===== config.mk =====
export PLATFORM = sky130hd
export DESIGN_NAME = universal_shift_reg
export DESIGN_NICKNAME = d
export VERILOG_FILES = /design/src/rtl/universal_shift_reg.sv
export SDC_FILE = /design/constraint.sdc
export NUM_CORES = 1
export LEC_CHECK = 0
export CAP_MARGIN = 20
export CORE_ASPECT_RATIO = 1.4
export CORE_UTILIZATION = 45
export CTS_CLUSTER_SIZE = 24
export DETAILED_ROUTE_END_ITERATION = 10
export PLACE_DENSITY = 0.77
export SYNTH_ARGS = -nofsm -noshare
export SYNTH_HDL_FRONTEND = slang
export SYNTH_SLANG_ARGS = --single-unit

===== constraint.sdc =====
create_clock -name Clk -period 2.2 [get_ports Clk]
set_clock_uncertainty 0.1 [all_clocks]
set_input_delay 0.55 -clock Clk [delete_from_list [all_inputs] [get_ports Clk]]
set_output_delay 0.55 -clock Clk [all_outputs]
set_load 0.005 [all_outputs]

===== src/rtl/universal_shift_reg.sv =====
// universal_shift_reg: shift/rotate register with single-step and counted burst operation
module universal_shift_reg #(
  parameter int WIDTH = 4,
  parameter int CNTW  = 4
) (
  input  logic             Clk,
  input  logic             reset,
  input  logic             load,
  input  logic [WIDTH-1:0] D,
  input  logic             en,
  input  logic [2:0]       mode,
  input  logic             sin_l,
  input  logic             sin_r,
  input  logic             start,
  input  logic [CNTW-1:0]  cnt,
  output logic [WIDTH-1:0] Q,
  output logic             sout_l,
  output logic             sout_r,
  output logic             zero,
  output logic             busy,
  output logic             done
);
  typedef enum logic [1:0] {IDLE, RUN, DONE} state_t;
  state_t            state;
  logic [CNTW-1:0]   rem;
  logic [2:0]        lmode;
  logic [2:0]        sel;
  logic [WIDTH-1:0]  nxt;
  // next register value for the active operation: latched mode during a burst, live mode otherwise
  always_comb begin
    sel = (state == RUN) ? lmode : mode;
    nxt = (sel == 3'b001) ? {Q[WIDTH-2:0], sin_l} :
          (sel == 3'b010) ? {sin_r, Q[WIDTH-1:1]} :
          (sel == 3'b011) ? {Q[WIDTH-2:0], Q[WIDTH-1]} :
          (sel == 3'b100) ? {Q[0], Q[WIDTH-1:1]} :
          (sel == 3'b101) ? {Q[WIDTH-1], Q[WIDTH-1:1]} : Q;
  end
  // control FSM and data register; reset beats load, load beats any operation and aborts a burst
  always_ff @(posedge Clk) begin
    if (reset) begin
      Q     <= '0;
      state <= IDLE;
      rem   <= '0;
      lmode <= 3'b000;
    end else if (load) begin
      Q     <= D;
      state <= IDLE;
      rem   <= '0;
    end else begin
      case (state)
        IDLE: begin
          if (start) begin
            if (cnt != '0) begin
              lmode <= mode;
              rem   <= cnt;
              state <= RUN;
            end else begin
              state <= DONE;
            end
          end else if (en) begin
            Q <= nxt;
          end
        end
        RUN: begin
          Q   <= nxt;
          rem <= rem - CNTW'(1);
          if (rem == CNTW'(1)) state <= DONE;
        end
        default: state <= IDLE;
      endcase
    end
  end
  assign busy   = (state == RUN);
  assign done   = (state == DONE);
  assign zero   = (Q == '0);
  assign sout_l = Q[WIDTH-1];
  assign sout_r = Q[0];
endmodule


After elaboration in Yosys (flattened, before gate mapping)
Cells that the tools add are included.
{"block": "classes", "addsub": 1, "eq_ne": 13, "n_mux": 17, "bitwise": 1, "reduce_logical": 10}
{"op": "2-to-1 mux 4 bit", "count": 9}
{"op": "case mux 4 bit (2 select lines)", "count": 2}
{"op": "equality test 3 x 2 -> 1 bit, second input constant", "count": 2}
{"op": "equality test 3 bit, second input constant", "count": 2}
{"op": "2-to-1 mux 2 bit", "count": 3}
{"op": "2-to-1 mux 3 bit", "count": 2}
{"op": "!= test 3 bit, second input constant", "count": 2}
{"op": "AND reduction 3 bit", "count": 2}
{"op": "equality test 4 x 1 -> 1 bit, second input constant", "count": 1}
{"op": "logical NOT 4 bit", "count": 1}
{"op": "!= test 2 bit, second input constant", "count": 2}
{"op": "case mux 2 bit (2 select lines)", "count": 1}
{"op": "AND reduction 4 bit", "count": 1}
{"op": "nonzero test 4 bit", "count": 1}
{"op": "subtractor 4 x 1 -> 4 bit, second input constant", "count": 1}
{"op": "equality test 3 x 1 -> 1 bit, second input constant", "count": 1}
{"op": "nonzero test 3 bit", "count": 1}
{"op": "equality test 2 x 1 -> 1 bit, second input constant", "count": 1}
{"op": "equality test 2 bit, second input constant", "count": 1}
{"op": "logical NOT 2 bit", "count": 1}
{"op": "!= test 2 x 1 -> 1 bit, second input constant", "count": 1}
{"op": "AND reduction 2 bit", "count": 1}
{"op": "nonzero test 2 bit", "count": 1}
{"op": "OR reduction 2 bit", "count": 1}
{"op": "inverter 1 bit", "count": 1}
{"block": "word_totals", "register_bits": 13, "input_bits": 18, "out_inout_bits": 9, "word_cells": 46}

Depth between registers and ports, before layout
{"block": "depth", "ltp_word": 12, "mapped_depth": 7, "mapped_depth_nobuf": 6}

Worst setup path after synthesis
Ideal clock, no wire load.
{"block": "synth_path", "path_kind": "reg-to-reg", "startpoint": "register state[1]", "endpoint": "register Q[0]", "setup_ns": 0.088, "arrival_ns": 1.481, "required_time_ns": 2.012, "slack_ns": 0.531, "stages_incl_launch_ff": 7, "path_buffers": 1, "synth_period_minus_slack_ns": 1.669, "path_cell_list": "dfxtp_1 > nand2b_1 > buf_6 > mux2i_2 > mux2i_1 > a211o_1 > a311oi_2"}
{"block": "synth_via", "elab_chain_cells": 12, "word_cells_on_any_way": 21, "classes_between": "8 x eq/ne; 10 x mux; 3 x reduce/logical"}
{"element": "from (decl)", "line": "24", "rtl": "state_t state;"}
{"element": "from (signal assigned)", "line": "42", "rtl": "state <= IDLE;"}
{"element": "from (signal assigned)", "line": "47", "rtl": "state <= IDLE;"}
{"element": "from (signal assigned)", "line": "56", "rtl": "state <= RUN;"}
{"element": "equality test 2 x 1 -> 1 bit", "line": "31, 50"}
{"element": "2-to-1 mux 3 bit", "line": "31", "rtl": "sel = (state == RUN) ? lmode : mode;"}
{"element": "equality test 3 bit", "line": "36", "rtl": "(sel == 3'b101) ? {Q[WIDTH-1], Q[WIDTH-1:1]} : Q;"}
{"element": "2-to-1 mux 3 bit", "line": "36"}
{"element": "2-to-1 mux 4 bit", "line": "35", "rtl": "(sel == 3'b100) ? {Q[0], Q[WIDTH-1:1]} :"}
{"element": "2-to-1 mux 4 bit", "line": "34", "rtl": "(sel == 3'b011) ? {Q[WIDTH-2:0], Q[WIDTH-1]} :"}
{"element": "2-to-1 mux 4 bit", "line": "33", "rtl": "(sel == 3'b010) ? {sin_r, Q[WIDTH-1:1]} :"}
{"element": "2-to-1 mux 4 bit", "line": "32", "rtl": "nxt = (sel == 3'b001) ? {Q[WIDTH-2:0], sin_l} :"}
{"element": "2-to-1 mux 4 bit", "line": "60", "rtl": "end else if (en) begin"}
{"element": "2-to-1 mux 4 bit", "line": "52", "rtl": "if (start) begin"}
{"element": "case mux 4 bit (2 select lines)", "line": "50", "rtl": "case (state)"}
{"element": "2-to-1 mux 4 bit", "line": "45", "rtl": "end else if (load) begin"}
{"element": "to (signal assigned)", "line": "61", "rtl": "Q <= nxt;"}
{"element": "to (signal assigned)", "line": "65", "rtl": "Q <= nxt;"}
{"element": "to (decl)", "line": "16", "rtl": "output logic [WIDTH-1:0] Q,"}
Several ways; a longest one is shown, not always the timed one. The select of a mux whose other input is x is not followed.
A chain may end at the register's enable or synchronous reset.

Worst setup path in the final report
{"block": "layout_path", "startpoint": "register state[0]", "endpoint": "output port busy"}
{"block": "layout_via", "elab_chain_cells": 1}
{"element": "equality test 2 x 1 -> 1 bit", "line": "73", "rtl": "assign busy = (state == RUN);"}
{"element": "to (decl)", "line": "20", "rtl": "output logic busy,"}
Every way passes these cells.

==> flow_summary.yaml <==
status:
  outcome: "finished, final reports clean"
finish:
  antenna_cells: 0
  fin_nets: 168
  layout_common_cells: "clkdlybuf4s50_1, nor2_1, dfxtp_1"
  stdcell_area_mm2: 0.00127
  layout_commonest_cell: "clkdlybuf4s50_1"
  drive_gt1_frac: 0.122
  syn_to_final_growth_pct: 39.0
  fillers: 152
logic_synthesis:
  ys_types: 40
  async_reset_ff_frac: 0
  synth_cells: 114
  synthFlopType: "dfxtp_1"
  yosysWarnings: 0
  synth_top_area_cell: "dfxtp_1"
  ys_top_cells_by_area: "dfxtp_1, mux2i_1, nor2_1"
  synth_top_cell_area_share: 0.285
  synth-seq-cells: 13
  syn-cell-area_um2: 912
  syn-num-nets: 134
  synth_area_per_cell_um2: 8.00
  synth-edff-count: 0
  ys_seq_area_frac: 0.285
setup_path:
  crit_fanout: 7
  cp-start-kind: "register"
  critPathKind: "register to output pin"
  endpoint_kind: "output pin"
  crit_chain: "nand2b_1 -> clkinv_1 -> clkdlybuf4s50_1"
  critical-path-max-stage-delay_ns: 0.52
  cp.depth: 3
  slowest_stage: "clkdlybuf4s50_1"
  rr_worst_depth: 6
  cp_top_family: "buffers and inverters"
  cp_data_arrival_time_ns: 1.45
  required_ns: 1.55
  path_buf_inv: 2
placed_design:
  gp_congestion: 0.916
  hpwl_um: 1890
  placed_area_mm2: 0.00123
  place_ws_ns: -0.0437
  numPortBuffers: 26
timing:
  tightest_slew_ns: 0.530
  fmax_ghz: 0.476
  finalHoldViolations: 0
  period_share: 0.956
  finalMaxSlewViolations: 0
  slew_headroom: 0.647
  fin_crit_ns: 2.10
  grt_setup_unrepaired: "no"
  setup_viol: 0
  setup_ws_ns: 0.0977
grt:
  grt_max_degree: 11
  grt_usage: 0.247
  antenna_found_initial: 0
  grt_pass1_wl_um: 4000
  overflow: 0
  grt_pass1_vias: 958
clock_network:
  cts_resized: 0
  htree_levels: 1
  cts_setup_buffers: 0
  clockRootBuffer: "clkbuf_4"
  hold_buffers: 0
  numClockSinks: 13
  cts_buffer_depth: 2
  path_clk_slew_ns: 0.08
  cts_tree: "built"
  cts_buffers: 3
  clk_latency_ns: 0.27
hold_path:
  hold_class: "register to register"
  hold_path_depth: 1
route:
  dr_total_vias: 959
  via_per_inst: 5.74
  drc: 0
  drt-initial-drc-count: 27
  final_antenna_net_count: 0
  first_pass_iters: 4
  wirelength_um: 2400
  routedWlPerCell_um: 14.4
die:
  initial_core_util: 0.500
  die_area_mm2: 0.00221
  row_count: 18
  ios: 27
  core_area_mm2: 0.00182
  die_y_um: 55.3
  die_x_um: 40.1
power_and_ir_drop:
  peakVddDrop_mv: 0.277
  power.density_mw_per_mm2: 505
  p_total_uw: 640
  leakage_nw: 0.524
run:
  max_cap_viol_count: 0
[cell usage after synthesis (3+ instances only)]
cell type	count
a211oi_1	3
a21oi_1	8
clkbuf_1	3
dfxtp_1	13
inv_1	7
mux2i_1	8
nand2_1	4
nand2b_1	7
nor2_1	16
nor3_1	5
nor4_1	3
o21ai_0	3
[stage by stage]
| step | hold slack (ns) | TNS, ns | util | instances |
|---|---|---|---|---|
| 2_1_floorplan | 0.389 | 0 | - | 114 |
| 3_3_place_gp | 0.411 | -0.0475 | 0.675 | 163 |
| 3_5_place_dp | 0.419 | -0.0672 | 0.675 | 163 |
| 4_1_cts | 0.432 | 0 | 0.689 | 167 |
| 5_1_grt | 0.409 | 0 | 0.695 | 167 |
| 6_report | 0.384 | 0 | 0.695 | 167 |
[layout make-up]
| type | count | area, um2 | share of cell area |
|---|---|---|---|
| tap | 20 | 25.0 | 0.0197 |
| sequential | 13 | 264 | 0.208 |
| clock buffer | 4 | 26.3 | 0.0207 |
| inverter | 8 | 30.0 | 0.0237 |
| multi-input combinational | 86 | 587 | 0.463 |
| timing repair buffer | 36 | 335 | 0.265 |
[power breakdown]
group / switching (mW) / internal, mW / leakage [nW] / total, mW
clock network: 0.0784 / 0.0701 / 0.0150 / 0.149
logic: 0.0906 / 0.128 / 0.402 / 0.218
registers: 0.0233 / 0.250 / 0.107 / 0.274
[cells by family (layout without fill, tap and decap cells)]
kind of cell | after synthesis | count (layout) | share of synthesized area
flops | 13 | 13 | 0.285
buf+inv | 15 | 48 | 0.0782
xor+xnor | 3 | 3 | 0.0288
mux | 11 | 11 | 0.128
simple gates | 39 | 39 | 0.211
compound gates | 31 | 31 | 0.241
fa+ha+maj | 2 | 2 | 0.0274
[layer usage]
metal | global-route usage | vias to the layer above | part of all wire | wire length, um
met2 | 0.452 | 25 | 0.57 | 1370
li1 | - | 475 | - | -
met5 | 0 | - | 0 | 0
met1 | 0.252 | 455 | 0.37 | 899
met4 | 0.0936 | 0 | 0.013 | 31
met3 | 0.0402 | 4 | 0.042 | 100
[flip-flops by register name (all words and copies together), names as in the netlist]
signal and flops:
lmode 3, Q 4, rem 4, state 2
[worst reg2reg max path, delay by kind of cell, from the launching register on]
family	cells	cell delay [ns]
simple gates	1	0.15
buf+inv	1	0.17
compound gates	3	0.68
mux	1	0.27
flops	1	0.39
[worst paths after layout]
check	from	to	slack, ns
min	state[1]	state[1]	0.38
min reg2reg	state[1]	state[1]	0.38
max	state[0]	busy	0.1
max reg2reg	state[1]	Q[3]	0.39
(Power assumes the default switching activity.)
